`src/rtl/command_sequencer_mc.sv`:
```
// Command sequencer for the acoustics UART control path: decodes opcodes, issues
// load strobes, reports the peak value and runs per-channel trigger detection with a timeout.
module command_sequencer_mc #(
    parameter int NUM_CH         = 4,
    parameter int OFFSET_W       = 2,
    parameter int TIMEOUT_CYCLES = 1000000,
    parameter int OP_W           = 4
) (
    input  logic                clk,
    input  logic                reset_b,
    input  logic                rx_ready,
    input  logic [OP_W-1:0]     rx_cmd,
    input  logic                fft_data_ready,
    input  logic                trigger,
    input  logic [7:0]          max_value,
    input  logic                tx_busy,
    input  logic                tx_done,
    output logic [OFFSET_W-1:0] ram_read_offset,
    output logic                frequency_load,
    output logic                threshold_load,
    output logic [7:0]          tx_word,
    output logic                tx_start,
    output logic                detect_active,
    output logic [OFFSET_W-1:0] hit_channel
);
    localparam int TMR_W = $clog2(TIMEOUT_CYCLES);
    localparam int CNT_W = OFFSET_W + 1;
    localparam logic [TMR_W-1:0] TMR_LAST = TMR_W'(TIMEOUT_CYCLES - 1);
    localparam logic [CNT_W-1:0] CNT_LAST = CNT_W'(NUM_CH);
    localparam logic [OP_W-1:0]  OP_FREQ   = OP_W'(4'hF);
    localparam logic [OP_W-1:0]  OP_THR    = OP_W'(4'h7);
    localparam logic [OP_W-1:0]  OP_MAX    = OP_W'(4'h4);
    localparam logic [OP_W-1:0]  OP_SINGLE = OP_W'(4'hD);
    localparam logic [OP_W-1:0]  OP_CONT   = OP_W'(4'hE);

    typedef enum logic [2:0] {
        ST_IDLE     = 3'd0,
        ST_DECODE   = 3'd1,
        ST_WAIT_FFT = 3'd2,
        ST_SCAN     = 3'd3,
        ST_TX_START = 3'd4,
        ST_TX_WAIT  = 3'd5
    } state_t;

    state_t              state_r, state_s;
    logic [OP_W-1:0]     op_r, op_s;
    logic                cont_r, cont_s;
    logic [TMR_W-1:0]    timer_r, timer_s, timer_inc_s;
    logic [CNT_W-1:0]    cnt_r, cnt_s, cnt_inc_s;
    logic [OFFSET_W-1:0] offset_r, offset_s;
    logic [OFFSET_W-1:0] hit_r, hit_s, ch_s;
    logic                freq_load_r, freq_load_s;
    logic                thr_load_r, thr_load_s;
    logic [7:0]          tx_word_r, tx_word_s;
    logic                tx_start_r, tx_start_s;
    logic                active_r, active_s;

    // Next-state and next-output computation for every register.
    always_comb begin
        state_s     = state_r;
        op_s        = op_r;
        cont_s      = cont_r;
        timer_s     = timer_r;
        cnt_s       = cnt_r;
        offset_s    = {OFFSET_W{1'b0}};
        hit_s       = hit_r;
        freq_load_s = 1'b0;
        thr_load_s  = 1'b0;
        tx_word_s   = tx_word_r;
        tx_start_s  = 1'b0;
        timer_inc_s = (timer_r == {TMR_W{1'b1}}) ? timer_r : timer_r + TMR_W'(1);
        cnt_inc_s   = cnt_r + CNT_W'(1);
        // The trigger seen now answers the offset issued on the previous cycle.
        ch_s        = OFFSET_W'(cnt_r - CNT_W'(1));
        case (state_r)
            ST_IDLE: begin
                if (rx_ready) begin
                    op_s    = rx_cmd;
                    state_s = ST_DECODE;
                end else begin
                    state_s = ST_IDLE;
                end
            end
            ST_DECODE: begin
                case (op_r)
                    OP_FREQ: begin
                        freq_load_s = 1'b1;
                        state_s     = ST_IDLE;
                    end
                    OP_THR: begin
                        thr_load_s = 1'b1;
                        state_s    = ST_IDLE;
                    end
                    OP_MAX: begin
                        tx_word_s = max_value;
                        state_s   = ST_TX_START;
                    end
                    OP_SINGLE, OP_CONT: begin
                        cont_s  = (op_r == OP_CONT);
                        timer_s = {TMR_W{1'b0}};
                        state_s = ST_WAIT_FFT;
                    end
                    default: state_s = ST_IDLE;
                endcase
            end
            ST_WAIT_FFT: begin
                timer_s = timer_inc_s;
                if (rx_ready) begin
                    op_s    = rx_cmd;
                    state_s = ST_DECODE;
                end else if (timer_r == TMR_LAST) begin
                    tx_word_s = 8'h00;
                    state_s   = ST_TX_START;
                end else if (fft_data_ready) begin
                    cnt_s   = {CNT_W{1'b0}};
                    state_s = ST_SCAN;
                end else begin
                    state_s = ST_WAIT_FFT;
                end
            end
            ST_SCAN: begin
                timer_s = timer_inc_s;
                if (rx_ready) begin
                    op_s    = rx_cmd;
                    state_s = ST_DECODE;
                end else if ((cnt_r != {CNT_W{1'b0}}) && trigger) begin
                    hit_s     = ch_s;
                    tx_word_s = {1'b1, 7'(ch_s)};
                    state_s   = ST_TX_START;
                end else if (timer_r == TMR_LAST) begin
                    tx_word_s = 8'h00;
                    state_s   = ST_TX_START;
                end else if (cnt_r == CNT_LAST) begin
                    state_s = ST_WAIT_FFT;
                end else begin
                    cnt_s    = cnt_inc_s;
                    offset_s = (cnt_inc_s < CNT_LAST) ? OFFSET_W'(cnt_inc_s) : {OFFSET_W{1'b0}};
                    state_s  = ST_SCAN;
                end
            end
            ST_TX_START: begin
                if (!tx_busy) begin
                    tx_start_s = 1'b1;
                    state_s    = ST_TX_WAIT;
                end else begin
                    state_s = ST_TX_START;
                end
            end
            ST_TX_WAIT: begin
                if (tx_done && cont_r) begin
                    timer_s = {TMR_W{1'b0}};
                    state_s = ST_WAIT_FFT;
                end else if (tx_done) begin
                    state_s = ST_IDLE;
                end else begin
                    state_s = ST_TX_WAIT;
                end
            end
            default: state_s = ST_IDLE;
        endcase
        active_s = (state_s == ST_WAIT_FFT) || (state_s == ST_SCAN);
    end

    // State and registered-output update.
    always_ff @(posedge clk or negedge reset_b) begin
        if (!reset_b) begin
            state_r     <= ST_IDLE;
            op_r        <= {OP_W{1'b0}};
            cont_r      <= 1'b0;
            timer_r     <= {TMR_W{1'b0}};
            cnt_r       <= {CNT_W{1'b0}};
            offset_r    <= {OFFSET_W{1'b0}};
            hit_r       <= {OFFSET_W{1'b0}};
            freq_load_r <= 1'b0;
            thr_load_r  <= 1'b0;
            tx_word_r   <= 8'h00;
            tx_start_r  <= 1'b0;
            active_r    <= 1'b0;
        end else begin
            state_r     <= state_s;
            op_r        <= op_s;
            cont_r      <= cont_s;
            timer_r     <= timer_s;
            cnt_r       <= cnt_s;
            offset_r    <= offset_s;
            hit_r       <= hit_s;
            freq_load_r <= freq_load_s;
            thr_load_r  <= thr_load_s;
            tx_word_r   <= tx_word_s;
            tx_start_r  <= tx_start_s;
            active_r    <= active_s;
        end
    end

    assign ram_read_offset = offset_r;
    assign frequency_load  = freq_load_r;
    assign threshold_load  = thr_load_r;
    assign tx_word         = tx_word_r;
    assign tx_start        = tx_start_r;
    assign detect_active   = active_r;
    assign hit_channel     = hit_r;
endmodule
```
`config.mk`:
```
export PLATFORM = sky130hd
export DESIGN_NAME = command_sequencer_mc
export DESIGN_NICKNAME = d
export VERILOG_FILES = /design/src/rtl/command_sequencer_mc.sv
export SDC_FILE = /design/constraint.sdc
export NUM_CORES = 1
export LEC_CHECK = 0
export ABC_CLOCK_PERIOD_IN_PS = 1900
export BUFFER_PORTS_ARGS = -buffer_cell sky130_fd_sc_hd__buf_2
export CAP_MARGIN = 20
export CORE_AREA = 2 2 79 81
export DETAILED_ROUTE_END_ITERATION = 10
export DIE_AREA = 0 0 81 83
export HOLD_SLACK_MARGIN = 0.15
export SKIP_CTS_REPAIR_TIMING = 1
export SLEW_MARGIN = 10
export SYNTH_ARGS = -nofsm -noshare
export SYNTH_HDL_FRONTEND = slang
export SYNTH_SLANG_ARGS = --single-unit
```
`constraint.sdc`:
```
create_clock -name clk -period 1.9 [get_ports clk]
set_input_delay 0.38 -clock clk [delete_from_list [all_inputs] [get_ports clk]]
set_output_delay 0.38 -clock clk [all_outputs]
set_load 0.05 [all_outputs]
```
==> impl_metrics.csv, run 1 <==
group,metric,value,unit
finish,post-route-util,56.95,%
floorplanning,die_h,83,um
sta,skew,0.01390,ns
critical_path,launch_point_of_the_critical_path,"state_r[2]",
clock_tree,cts_inserted_buffers,5,
sta,finalHoldViolations,0,
clock_tree,path_clk_slew,0.10,ns
floorplanning,core_area,0.005816,mm^2
global_routing,grt_pass1_wl,9922,um
critical_path,cp_cell_sequence,"nand3b_1 -> o211ai_4 -> buf_4 -> o21ai_4 -> or4_1 -> a21oi_1",
critical_path,worstReg2RegStart,"state_r[2]",
sta,timing.final.ws_setup,-0.08977,ns
place,place.port_buffers,34,
finish,nNetsFinal,345,
clock_tree,root_buffer,"clkbuf_8",
floorplanning,rows,28,
route,vias_per_cell,5.591,
critical_path,timing.critical_path.arrival,2.22,ns
route,routed_wl,6046,um
critical_path,crit_path_top_delay_cell,"or4_1",
critical_path,crit_fanout,6,
critical_path,cpPeakStageDelay,0.47,ns
finish,most_common_library_cell_in_the_layout_ignoring_fill_and_taps,"dfrtp_1",
pwr,irDropWorstVdd,0.0009941,V
finish,layout-drive-gt1-share,41.67,%
hold_path,hold_path_depth,2,
logic_synthesis,post_synth_num_cell_types,51,
hold_path,min-delay-start,"tx_busy",
clock_tree,clock_sink_count,47,
finish,area_growth,37.15,%
logic_synthesis,postSynthRegisterBits,47,
sta,maxClockFrequency,502.6,MHz
clock_tree,clk_latency,0.31,ns
global_routing,grt_max_degree,29,
logic_synthesis,post_synth.cell_area_avg,9.938,um^2
sta,period_share,104.7,%
pwr,power_density,1237,mW/mm^2
critical_path,cp-start-kind,"register",
route,detail-route-antenna-nets,0,
logic_synthesis,net_count_after_synthesis,265,
sta,min_period,1.990,ns
global_routing,aggregate_global_route_resource_usage,18.42,%
floorplanning,die_w,81,um
critical_path,worstRegToRegCells,6,
sta,maxSlewHeadroom,68.73,%
critical_path,regToRegEndpoint,"timer_r[6]",
sta,finalSetupViolCount,11,
floorplanning,die-area,0.006723,mm^2
finish,diodes,0,
hold_path,worst_hold_path_type,"input port to register",
route,vias,2231,
finish,design_area,0.003312,mm^2
route,post_drt_wl_per_cell,15.15,um
critical_path,timing.critical_path.required,2.14,ns
logic_synthesis,netlist_area,0.002415,mm^2
critical_path,nature_of_the_critical_path_endpoint,"register",
sta,rsz_0062_raised_after_global_routing,"yes",
hold_path,timing.hold.worst_endpoint,"tx_start",
pwr,total_leakage_power,0.001464,uW
floorplanning,ios,35,
critical_path,critical_path.n_buffers_inverters,1,
clock_tree,htreeDepth,2,
run,timing.max_cap.violations,0,
run_status,violations,"negative setup slack",
global_routing,via_count_of_the_first_global_routing_pass,2065,
logic_synthesis,yosys_most_used_dff,"dfrtp_1",
route,first_pass_iters,5,
clock_tree,tritoncts_clock_tree,"done",
logic_synthesis,number_of_instances_in_the_synthesized_netlist,243,
finish,fill_cells,551,
logic_synthesis,synth_edf_count,0,
logic_synthesis,yosysWarnings,0,
global_routing,gr-total-overflow,0,
run_status,status,"finished with violations",
finish,most_frequent_cells_in_the_layout,"dfrtp_1, buf_4, buf_2, nand2_1, a21oi_1",
route,drt_first_iter_violations,121,
logic_synthesis,share_of_synthesized_area_occupied_by_flip_flops_and_latches,48.70,%
sta,timing_worst_slew_pin_value,0.4690,ns
clock_tree,clock_path_buffers,2,
logic_synthesis,synthArstFlopShare,100.0,%
critical_path,worst-r2r-setup-slack,-0.09,ns
place,detailed_place_hpwl,4161,um
critical_path,path_delay_family,"simple AND/OR/NAND/NOR gates",
floorplanning,initial_standard_cell_utilization_of_the_core,41.52,%
global_routing,grt_antenna_before_repair,0,
sta,slew_viol_final,0,
place,placed_area,0.002888,mm^2
route,route.detailed.drc,0,
critical_path,timing.setup.critical_path_class,"register to register",
place,gp_congestion,0.8482,
[state kept, by name, indices dropped and copies added (netlist names)]
| name | count |
|---|---|
| timer_r | 20 |
| tx_word | 8 |
| op_r | 4 |
| cnt_r | 3 |
| state_r | 3 |
| hit_channel | 2 |
| ram_read_offset | 2 |
| cont_r | 1 |
| detect_active | 1 |
| frequency_load | 1 |
| threshold_load | 1 |
| tx_start | 1 |
[per-layer routing]
layer	global-route usage (%)	part of all wire, %	vias up
met2	26.52	48	39
li1	-	-	1098
met4	5.085	1.0	0
met5	0	0	-
met3	3.370	3.3	6
met1	28.16	48	1088
[power breakdown]
group / switching (uW) / internal, uW
Combinational: 1150 / 801
Clock: 390 / 273
Sequential: 221 / 1260
Total: 1760 / 2330
[cell usage after synthesis, types with 4 or more instances]
cell type | count | share of area, %
or4_1 | 13 | 4.0
nor3_1 | 5 | 1.0
nor2_1 | 16 | 2.5
nand2_1 | 16 | 2.5
nand2b_1 | 4 | 1.0
buf_2 | 4 | 0.83
or3_1 | 4 | 1.0
o31ai_1 | 16 | 5.0
o21ai_0 | 11 | 2.3
a22o_1 | 5 | 1.8
dfrtp_1 | 47 | 49
a21oi_1 | 21 | 4.4
nand3_1 | 14 | 2.9
inv_1 | 7 | 1.1
[cells by family (layout without fill, tap and decap cells)]
family	count (synthesis)	in the layout	synth area share, %
fa+ha+maj	3	3	1.555
xor+xnor	1	1	0.3628
buf+inv	15	95	3.161
simple gates	98	98	23.47
compound gates	75	76	20.93
mux	4	4	1.813
flops	47	47	48.70
[worst max-delay path by stage]
stage	endpoint	cells after the start
floorplan	tx_word[1]	6
global placement	timer_r[7]	7
detailed placement	tx_word[1]	6
CTS	tx_word[1]	7
global route	timer_r[13]	6
finish	timer_r[6]	6
[per-stage QoR]
stage          hold slack, ns  power [uW]  setup TNS, ns  setup WS, ns  std cells
2_1_floorplan         0.08441        2581              0       0.01658        243
3_3_place_gp           0.3516        3111              0       0.01439        376
3_5_place_dp           0.3589        3132       -0.03935      -0.02556        376
4_1_cts               0.01237        3795        -0.1844      -0.03940        384
5_1_grt                0.2538        4371         -2.232       -0.1923        399
6_report               0.2502        4096        -0.4426      -0.08977        399
[cell type report]
type / count / area, um^2 / area share, %
clock buffers: 5 / 68.82 / 2.078
repair buffers: 80 / 534.3 / 16.13
inverters: 7 / 26.28 / 0.7934
well taps: 75 / 93.84 / 2.833
multi-input cells: 182 / 1381 / 41.71
flip-flops and latches: 47 / 1180 / 35.63
clock inverters: 3 / 27.53 / 0.8311
Power figures use the tool's default switching activity.
==> inputs of run 2 (changes only) <==
- ABC_AREA: default -> 0
- ABC_CLOCK_PERIOD_IN_PS: 1900 -> 1960
- clock period: 1.9 -> 1.96 ns (I/O delays scaled with it)
==> run 2 against run 1 <==
  * The run now ends clean
  * First-iteration DRC count shrank 5.8%
  * Wire length shrank 1.3%
  * Die area is the same
  * Critical path depth grew 1
  * Critical path type unchanged
  * Critical endpoint is now timer_r[7]
  * Largest cell class unchanged
  * Largest power group unchanged
==> impl_metrics.csv, run 2 (synthesis results as in run 1) <==
group,metric,value,unit
sta,finalSetupViolCount,0,
sta,slew_viol_final,0,
global_routing,grt_most_used_layer,"met2",
sta,maxSlewHeadroom,66.44,%
sta,period_share,96.87,%
pwr,total_leakage_power,0.001349,uW
sta,min_period,1.899,ns
global_routing,grt_max_degree,28,
floorplanning,core_area,0.005816,mm^2
clock_tree,htreeDepth,2,
finish,most_frequent_cells_in_the_layout,"dfrtp_1, buf_2, buf_4, a21oi_1",
route,first_pass_iters,4,
global_routing,use_met2,27.27,%
global_routing,grt_pass1_wl,9708,um
floorplanning,initial_standard_cell_utilization_of_the_core,41.52,%
clock_tree,tritoncts_clock_tree,"done",
place,place.port_buffers,34,
finish,diodes,0,
floorplanning,die_h,83,um
route,drt_first_iter_violations,114,
clock_tree,cts_inserted_buffers,5,
critical_path,timing.critical_path.required,2.19,ns
route,routed_wl,5969,um
critical_path,nature_of_the_critical_path_endpoint,"register",
clock_tree,path_clk_slew,0.10,ns
place,detailed_place_hpwl,4170,um
route,vias,2195,
clock_tree,clock_sink_count,47,
critical_path,timing.setup.critical_path_class,"register to register",
finish,final_cell_count_without_fillers,383,
finish,multi_input_comb_area,0.001229,mm^2
floorplanning,die-area,0.006723,mm^2
place,dpl.cell_count,367,
floorplanning,ios,35,
route,route.detailed.drc,0,
global_routing,aggregate_global_route_resource_usage,18.17,%
global_routing,gr-usage-met1,26.80,%
finish,most_common_library_cell_in_the_layout_ignoring_fill_and_taps,"dfrtp_1",
finish,area_growth,25.75,%
place,gp_congestion,0.8310,
global_routing,grt_antenna_before_repair,0,
pwr,irDropWorstVdd,0.0009231,V
finish,nNetsFinal,329,
global_routing,grt.met3_usage,2.935,%
pwr,report.power.total,3649,uW
run,timing.max_cap.violations,0,
finish,area.sequential,0.001180,mm^2
clock_tree,clk_latency,0.31,ns
run_status,status,"complete, no violations",
sta,timing_worst_slew_pin_value,0.5034,ns
sta,final.hold.worst_slack,0.2626,ns
hold_path,worst_hold_path_type,"input port to register",
clock_tree,root_buffer,"clkbuf_8",
critical_path,cp-start-kind,"register",
sta,finalHoldViolations,0,
global_routing,gr-total-overflow,0,
critical_path,timing.critical_path.arrival,2.12,ns
sta,skew,0.01573,ns
finish,layout-drive-gt1-share,32.14,%
pwr,power_density,1202,mW/mm^2
floorplanning,die_w,81,um
finish,largest_register_ff_count,20,
route,post_drt_wl_per_cell,15.58,um
sta,maxClockFrequency,526.7,MHz
sta,fin_tns_setup,0,ns
clock_tree,clock_path_buffers,2,
critical_path,crit_fanout,6,
finish,regMostFlops,"timer_r",
route,detail-route-antenna-nets,0,
global_routing,via_count_of_the_first_global_routing_pass,1996,
floorplanning,rows,28,
sta,rsz_0062_raised_after_global_routing,"yes",
route,vias_per_cell,5.731,
finish,fill_cells,576,
[run 2: worst paths after layout]
path,end,slack [ns],startpoint,depth (start not counted)
setup reg to reg,timer_r[7],0.06,timer_r[1],7
hold / removal,tx_start,0.26,tx_busy,2
hold reg to reg,hit_channel[1],0.49,hit_channel[1],1
min in group asynchronous,frequency_load,0.57,reset_b,2
max in group asynchronous,timer_r[0],0.85,reset_b,3
setup / recovery,timer_r[7],0.06,timer_r[1],7
[run 2: critical path, cell delays in order, from the launching register on]
cell,delay (ns)
dfrtp_1,0.40
ha_2,0.19
and3_4,0.19
nand4b_1,0.19
nor3_2,0.09
buf_4,0.16
or4_1,0.47
a21oi_1,0.13
[run 2: power by group]
| part | internal (uW) | total (uW) | switching, uW |
|---|---|---|---|
| logic | 615 | 1630 | 1010 |
| registers | 1220 | 1410 | 195 |
| clock network | 257 | 609 | 352 |
[run 2: through the flow]
step	setup slack, ns	cell area, um^2	util, %
floorplan	0.07658	2415	-
finish	0.06127	3037	52.22
detailed placement	-0.007286	2820	48.49
CTS	-0.01063	2909	50.02
global route	-0.03725	3037	52.22
global placement	0.04798	2820	48.49
[run 2: final cells by class]
cell class,instances,area share [%]
multi-input cells,181,40.46
flip-flops and latches,47,38.85
repair buffers,65,13.80
well taps,75,3.090
clock buffers,6,2.390
inverters,7,0.8653
clock inverters,2,0.5356
[run 2: layer usage]
layer / up-vias / part of all wire (%) / wire length [um]
met5: - / 0 / 0
met4: 0 / 1.2 / 70
met3: 7 / 3.5 / 207
met2: 43 / 47 / 2823
met1: 1085 / 48 / 2868
li1: 1060 / - / -
==> inputs of run 3 (changes only) <==
- CORE_AREA: 2 2 79 81 -> 2 2 72 74
- CTS_BUF_LIST: default -> sky130_fd_sc_hd__clkbuf_4 sky130_fd_sc_hd__clkbuf_8 sky130_fd_sc_hd__clkbuf_16
- DIE_AREA: 0 0 81 83 -> 0 0 74 76
- PLACE_DENSITY: default -> 0.71
==> run 3 against run 2 <==
  * Register-to-register slack worse by 0.03 ns
  * Non-clock buffer count is 5 higher
  * First-iteration DRC count up 51%
  * Critical path depth fell by 1
  * Maximum frequency shrank 1.4%
  * Sequential share of layout area down 0.62 points
  * Clock skew shrank 0.0077 ns
  * Via count is essentially flat
  * Clock power fell by 3.6%
  * Cell area increased by 1.4%
  * Worst setup slack worse by 0.028 ns
  * Combinational power rose by 7%
  * Largest power group unchanged
==> impl_metrics.csv, run 3 (synthesis results as in run 1) <==
group,metric,value,unit
finish,most_common_library_cell_in_the_layout_ignoring_fill_and_taps,"dfrtp_1",
sta,finalSetupViolCount,0,
critical_path,timing.critical_path.required,2.19,ns
global_routing,grt_pass1_wl,9563,um
finish,largest_register_ff_count,20,
finish,regMostFlops,"timer_r",
clock_tree,tritoncts_clock_tree,"done",
global_routing,gr-total-overflow,0,
floorplanning,rows,26,
floorplanning,die_w,74,um
clock_tree,cts_inserted_buffers,5,
clock_tree,htreeDepth,2,
finish,design_area,0.003079,mm^2
global_routing,grt_antenna_before_repair,0,
route,route.detailed.drc,0,
sta,min_period,1.926,ns
sta,timing_worst_slew_pin_value,0.4913,ns
floorplanning,initial_standard_cell_utilization_of_the_core,49.16,%
finish,diodes,0,
sta,maxSlewHeadroom,67.25,%
clock_tree,root_buffer,"clkbuf_8",
sta,final.hold.worst_slack,0.2581,ns
clock_tree,clock_sink_count,47,
run,timing.max_cap.violations,0,
place,placed_area,0.002882,mm^2
critical_path,cp_cell_sequence,"nand3b_1 -> o211ai_2 -> buf_4 -> nand2_2 -> or4_4 -> a21oi_1",
floorplanning,ios,35,
finish,layout-drive-gt1-share,33.55,%
sta,finalHoldViolations,0,
sta,maxClockFrequency,519.1,MHz
place,detailed_place_hpwl,4182,um
global_routing,grt_max_degree,28,
critical_path,timing.setup.critical_path_class,"register to register",
critical_path,timing.critical_path.arrival,2.16,ns
place,gp_congestion,0.8039,
route,detail-route-antenna-nets,0,
finish,final_cell_count_without_fillers,383,
place,place.port_buffers,34,
route,vias_per_cell,5.736,
floorplanning,core_area,0.004912,mm^2
floorplanning,die_h,76,um
sta,period_share,98.28,%
sta,fin_tns_setup,0,ns
route,post_drt_wl_per_cell,14.84,um
critical_path,worstRegToRegCells,6,
run_status,status,"complete, no violations",
sta,slew_viol_final,0,
route,first_pass_iters,4,
global_routing,aggregate_global_route_resource_usage,21.35,%
critical_path,nature_of_the_critical_path_endpoint,"register",
clock_tree,clock_path_buffers,2,
clock_tree,clk_latency,0.30,ns
pwr,total_leakage_power,0.001387,uW
sta,skew,0.008025,ns
route,routed_wl,5682,um
pwr,power_density,1205,mW/mm^2
floorplanning,die-area,0.005624,mm^2
finish,most_frequent_cells_in_the_layout,"dfrtp_1, buf_2, buf_4, a21oi_1",
finish,area_growth,27.51,%
route,vias,2197,
hold_path,hold_path_depth,2,
critical_path,cp-start-kind,"register",
clock_tree,path_clk_slew,0.09,ns
hold_path,worst_hold_path_type,"input port to register",
pwr,irDropWorstVdd,0.0009245,V
pwr,report.power.total,3710,uW
place,dpl.cell_count,371,
critical_path,cpPeakStageDelay,0.54,ns
sta,rsz_0062_raised_after_global_routing,"yes",
route,drt_first_iter_violations,172,
global_routing,via_count_of_the_first_global_routing_pass,2068,
finish,nNetsFinal,334,
critical_path,crit_fanout,10,
critical_path,crit_path_top_delay_cell,"or4_4",
run 3: changes by cell type in the layout (fill, tap and decap cells not counted), sizes merged:
cell	delta
clkbuf	-1
buf	+5
clkinv	+2
clkinvlp	-1
run 3: power breakdown:
part / switching, uW / internal, uW
clock: 335 / 252
combinational: 1060 / 679
sequential: 170 / 1220
run 3: worst paths after layout:
| kind | startpoint | end | slack (ns) |
|---|---|---|---|
| min in group asynchronous | reset_b | frequency_load | 0.57 |
| max in group asynchronous | reset_b | state_r[2] | 0.86 |
| setup reg to reg | state_r[2] | timer_r[18] | 0.03 |
| hold / removal | tx_busy | tx_start | 0.26 |
| setup / recovery | state_r[2] | timer_r[18] | 0.03 |
| hold reg to reg | hit_channel[1] | hit_channel[1] | 0.48 |
run 3: layout make-up:
cell class,instances,area (um^2)
clock inverters,3,18.77
inverters,7,26.28
fillers,395,1833
clock buffers,5,68.82
multi-input cells,181,1245
repair buffers,70,455.4
flip-flops and latches,47,1177
well taps,70,87.58
run 3: critical path: cells and delay by family, from the launching register on:
kind / cells / cell delay, ns
and+or+nand+nor: 3 / 0.87
AOI/OAI and AO/OA: 2 / 0.35
buffers and inverters: 1 / 0.17
DFF: 1 / 0.46
run 3: per-layer routing:
metal / share of wire, % / track usage (%) / vias to the layer above
met1: 46 / 30.45 / 1073
met4: 1.7 / 7.455 / 0
met3: 3.4 / 3.968 / 7
met5: 0 / 0 / -
met2: 48 / 32.41 / 50
li1: - / - / 1067
run 3: stage by stage:
| stage | util (%) | worst slack, ns |
|---|---|---|
| finish | 62.68 | 0.03364 |
| global route | 62.68 | -0.05186 |
| CTS | 60.44 | 0.02034 |
| detailed placement | 58.66 | 0.01862 |
| global placement | 58.66 | 0.09971 |
| floorplan | - | 0.07658 |
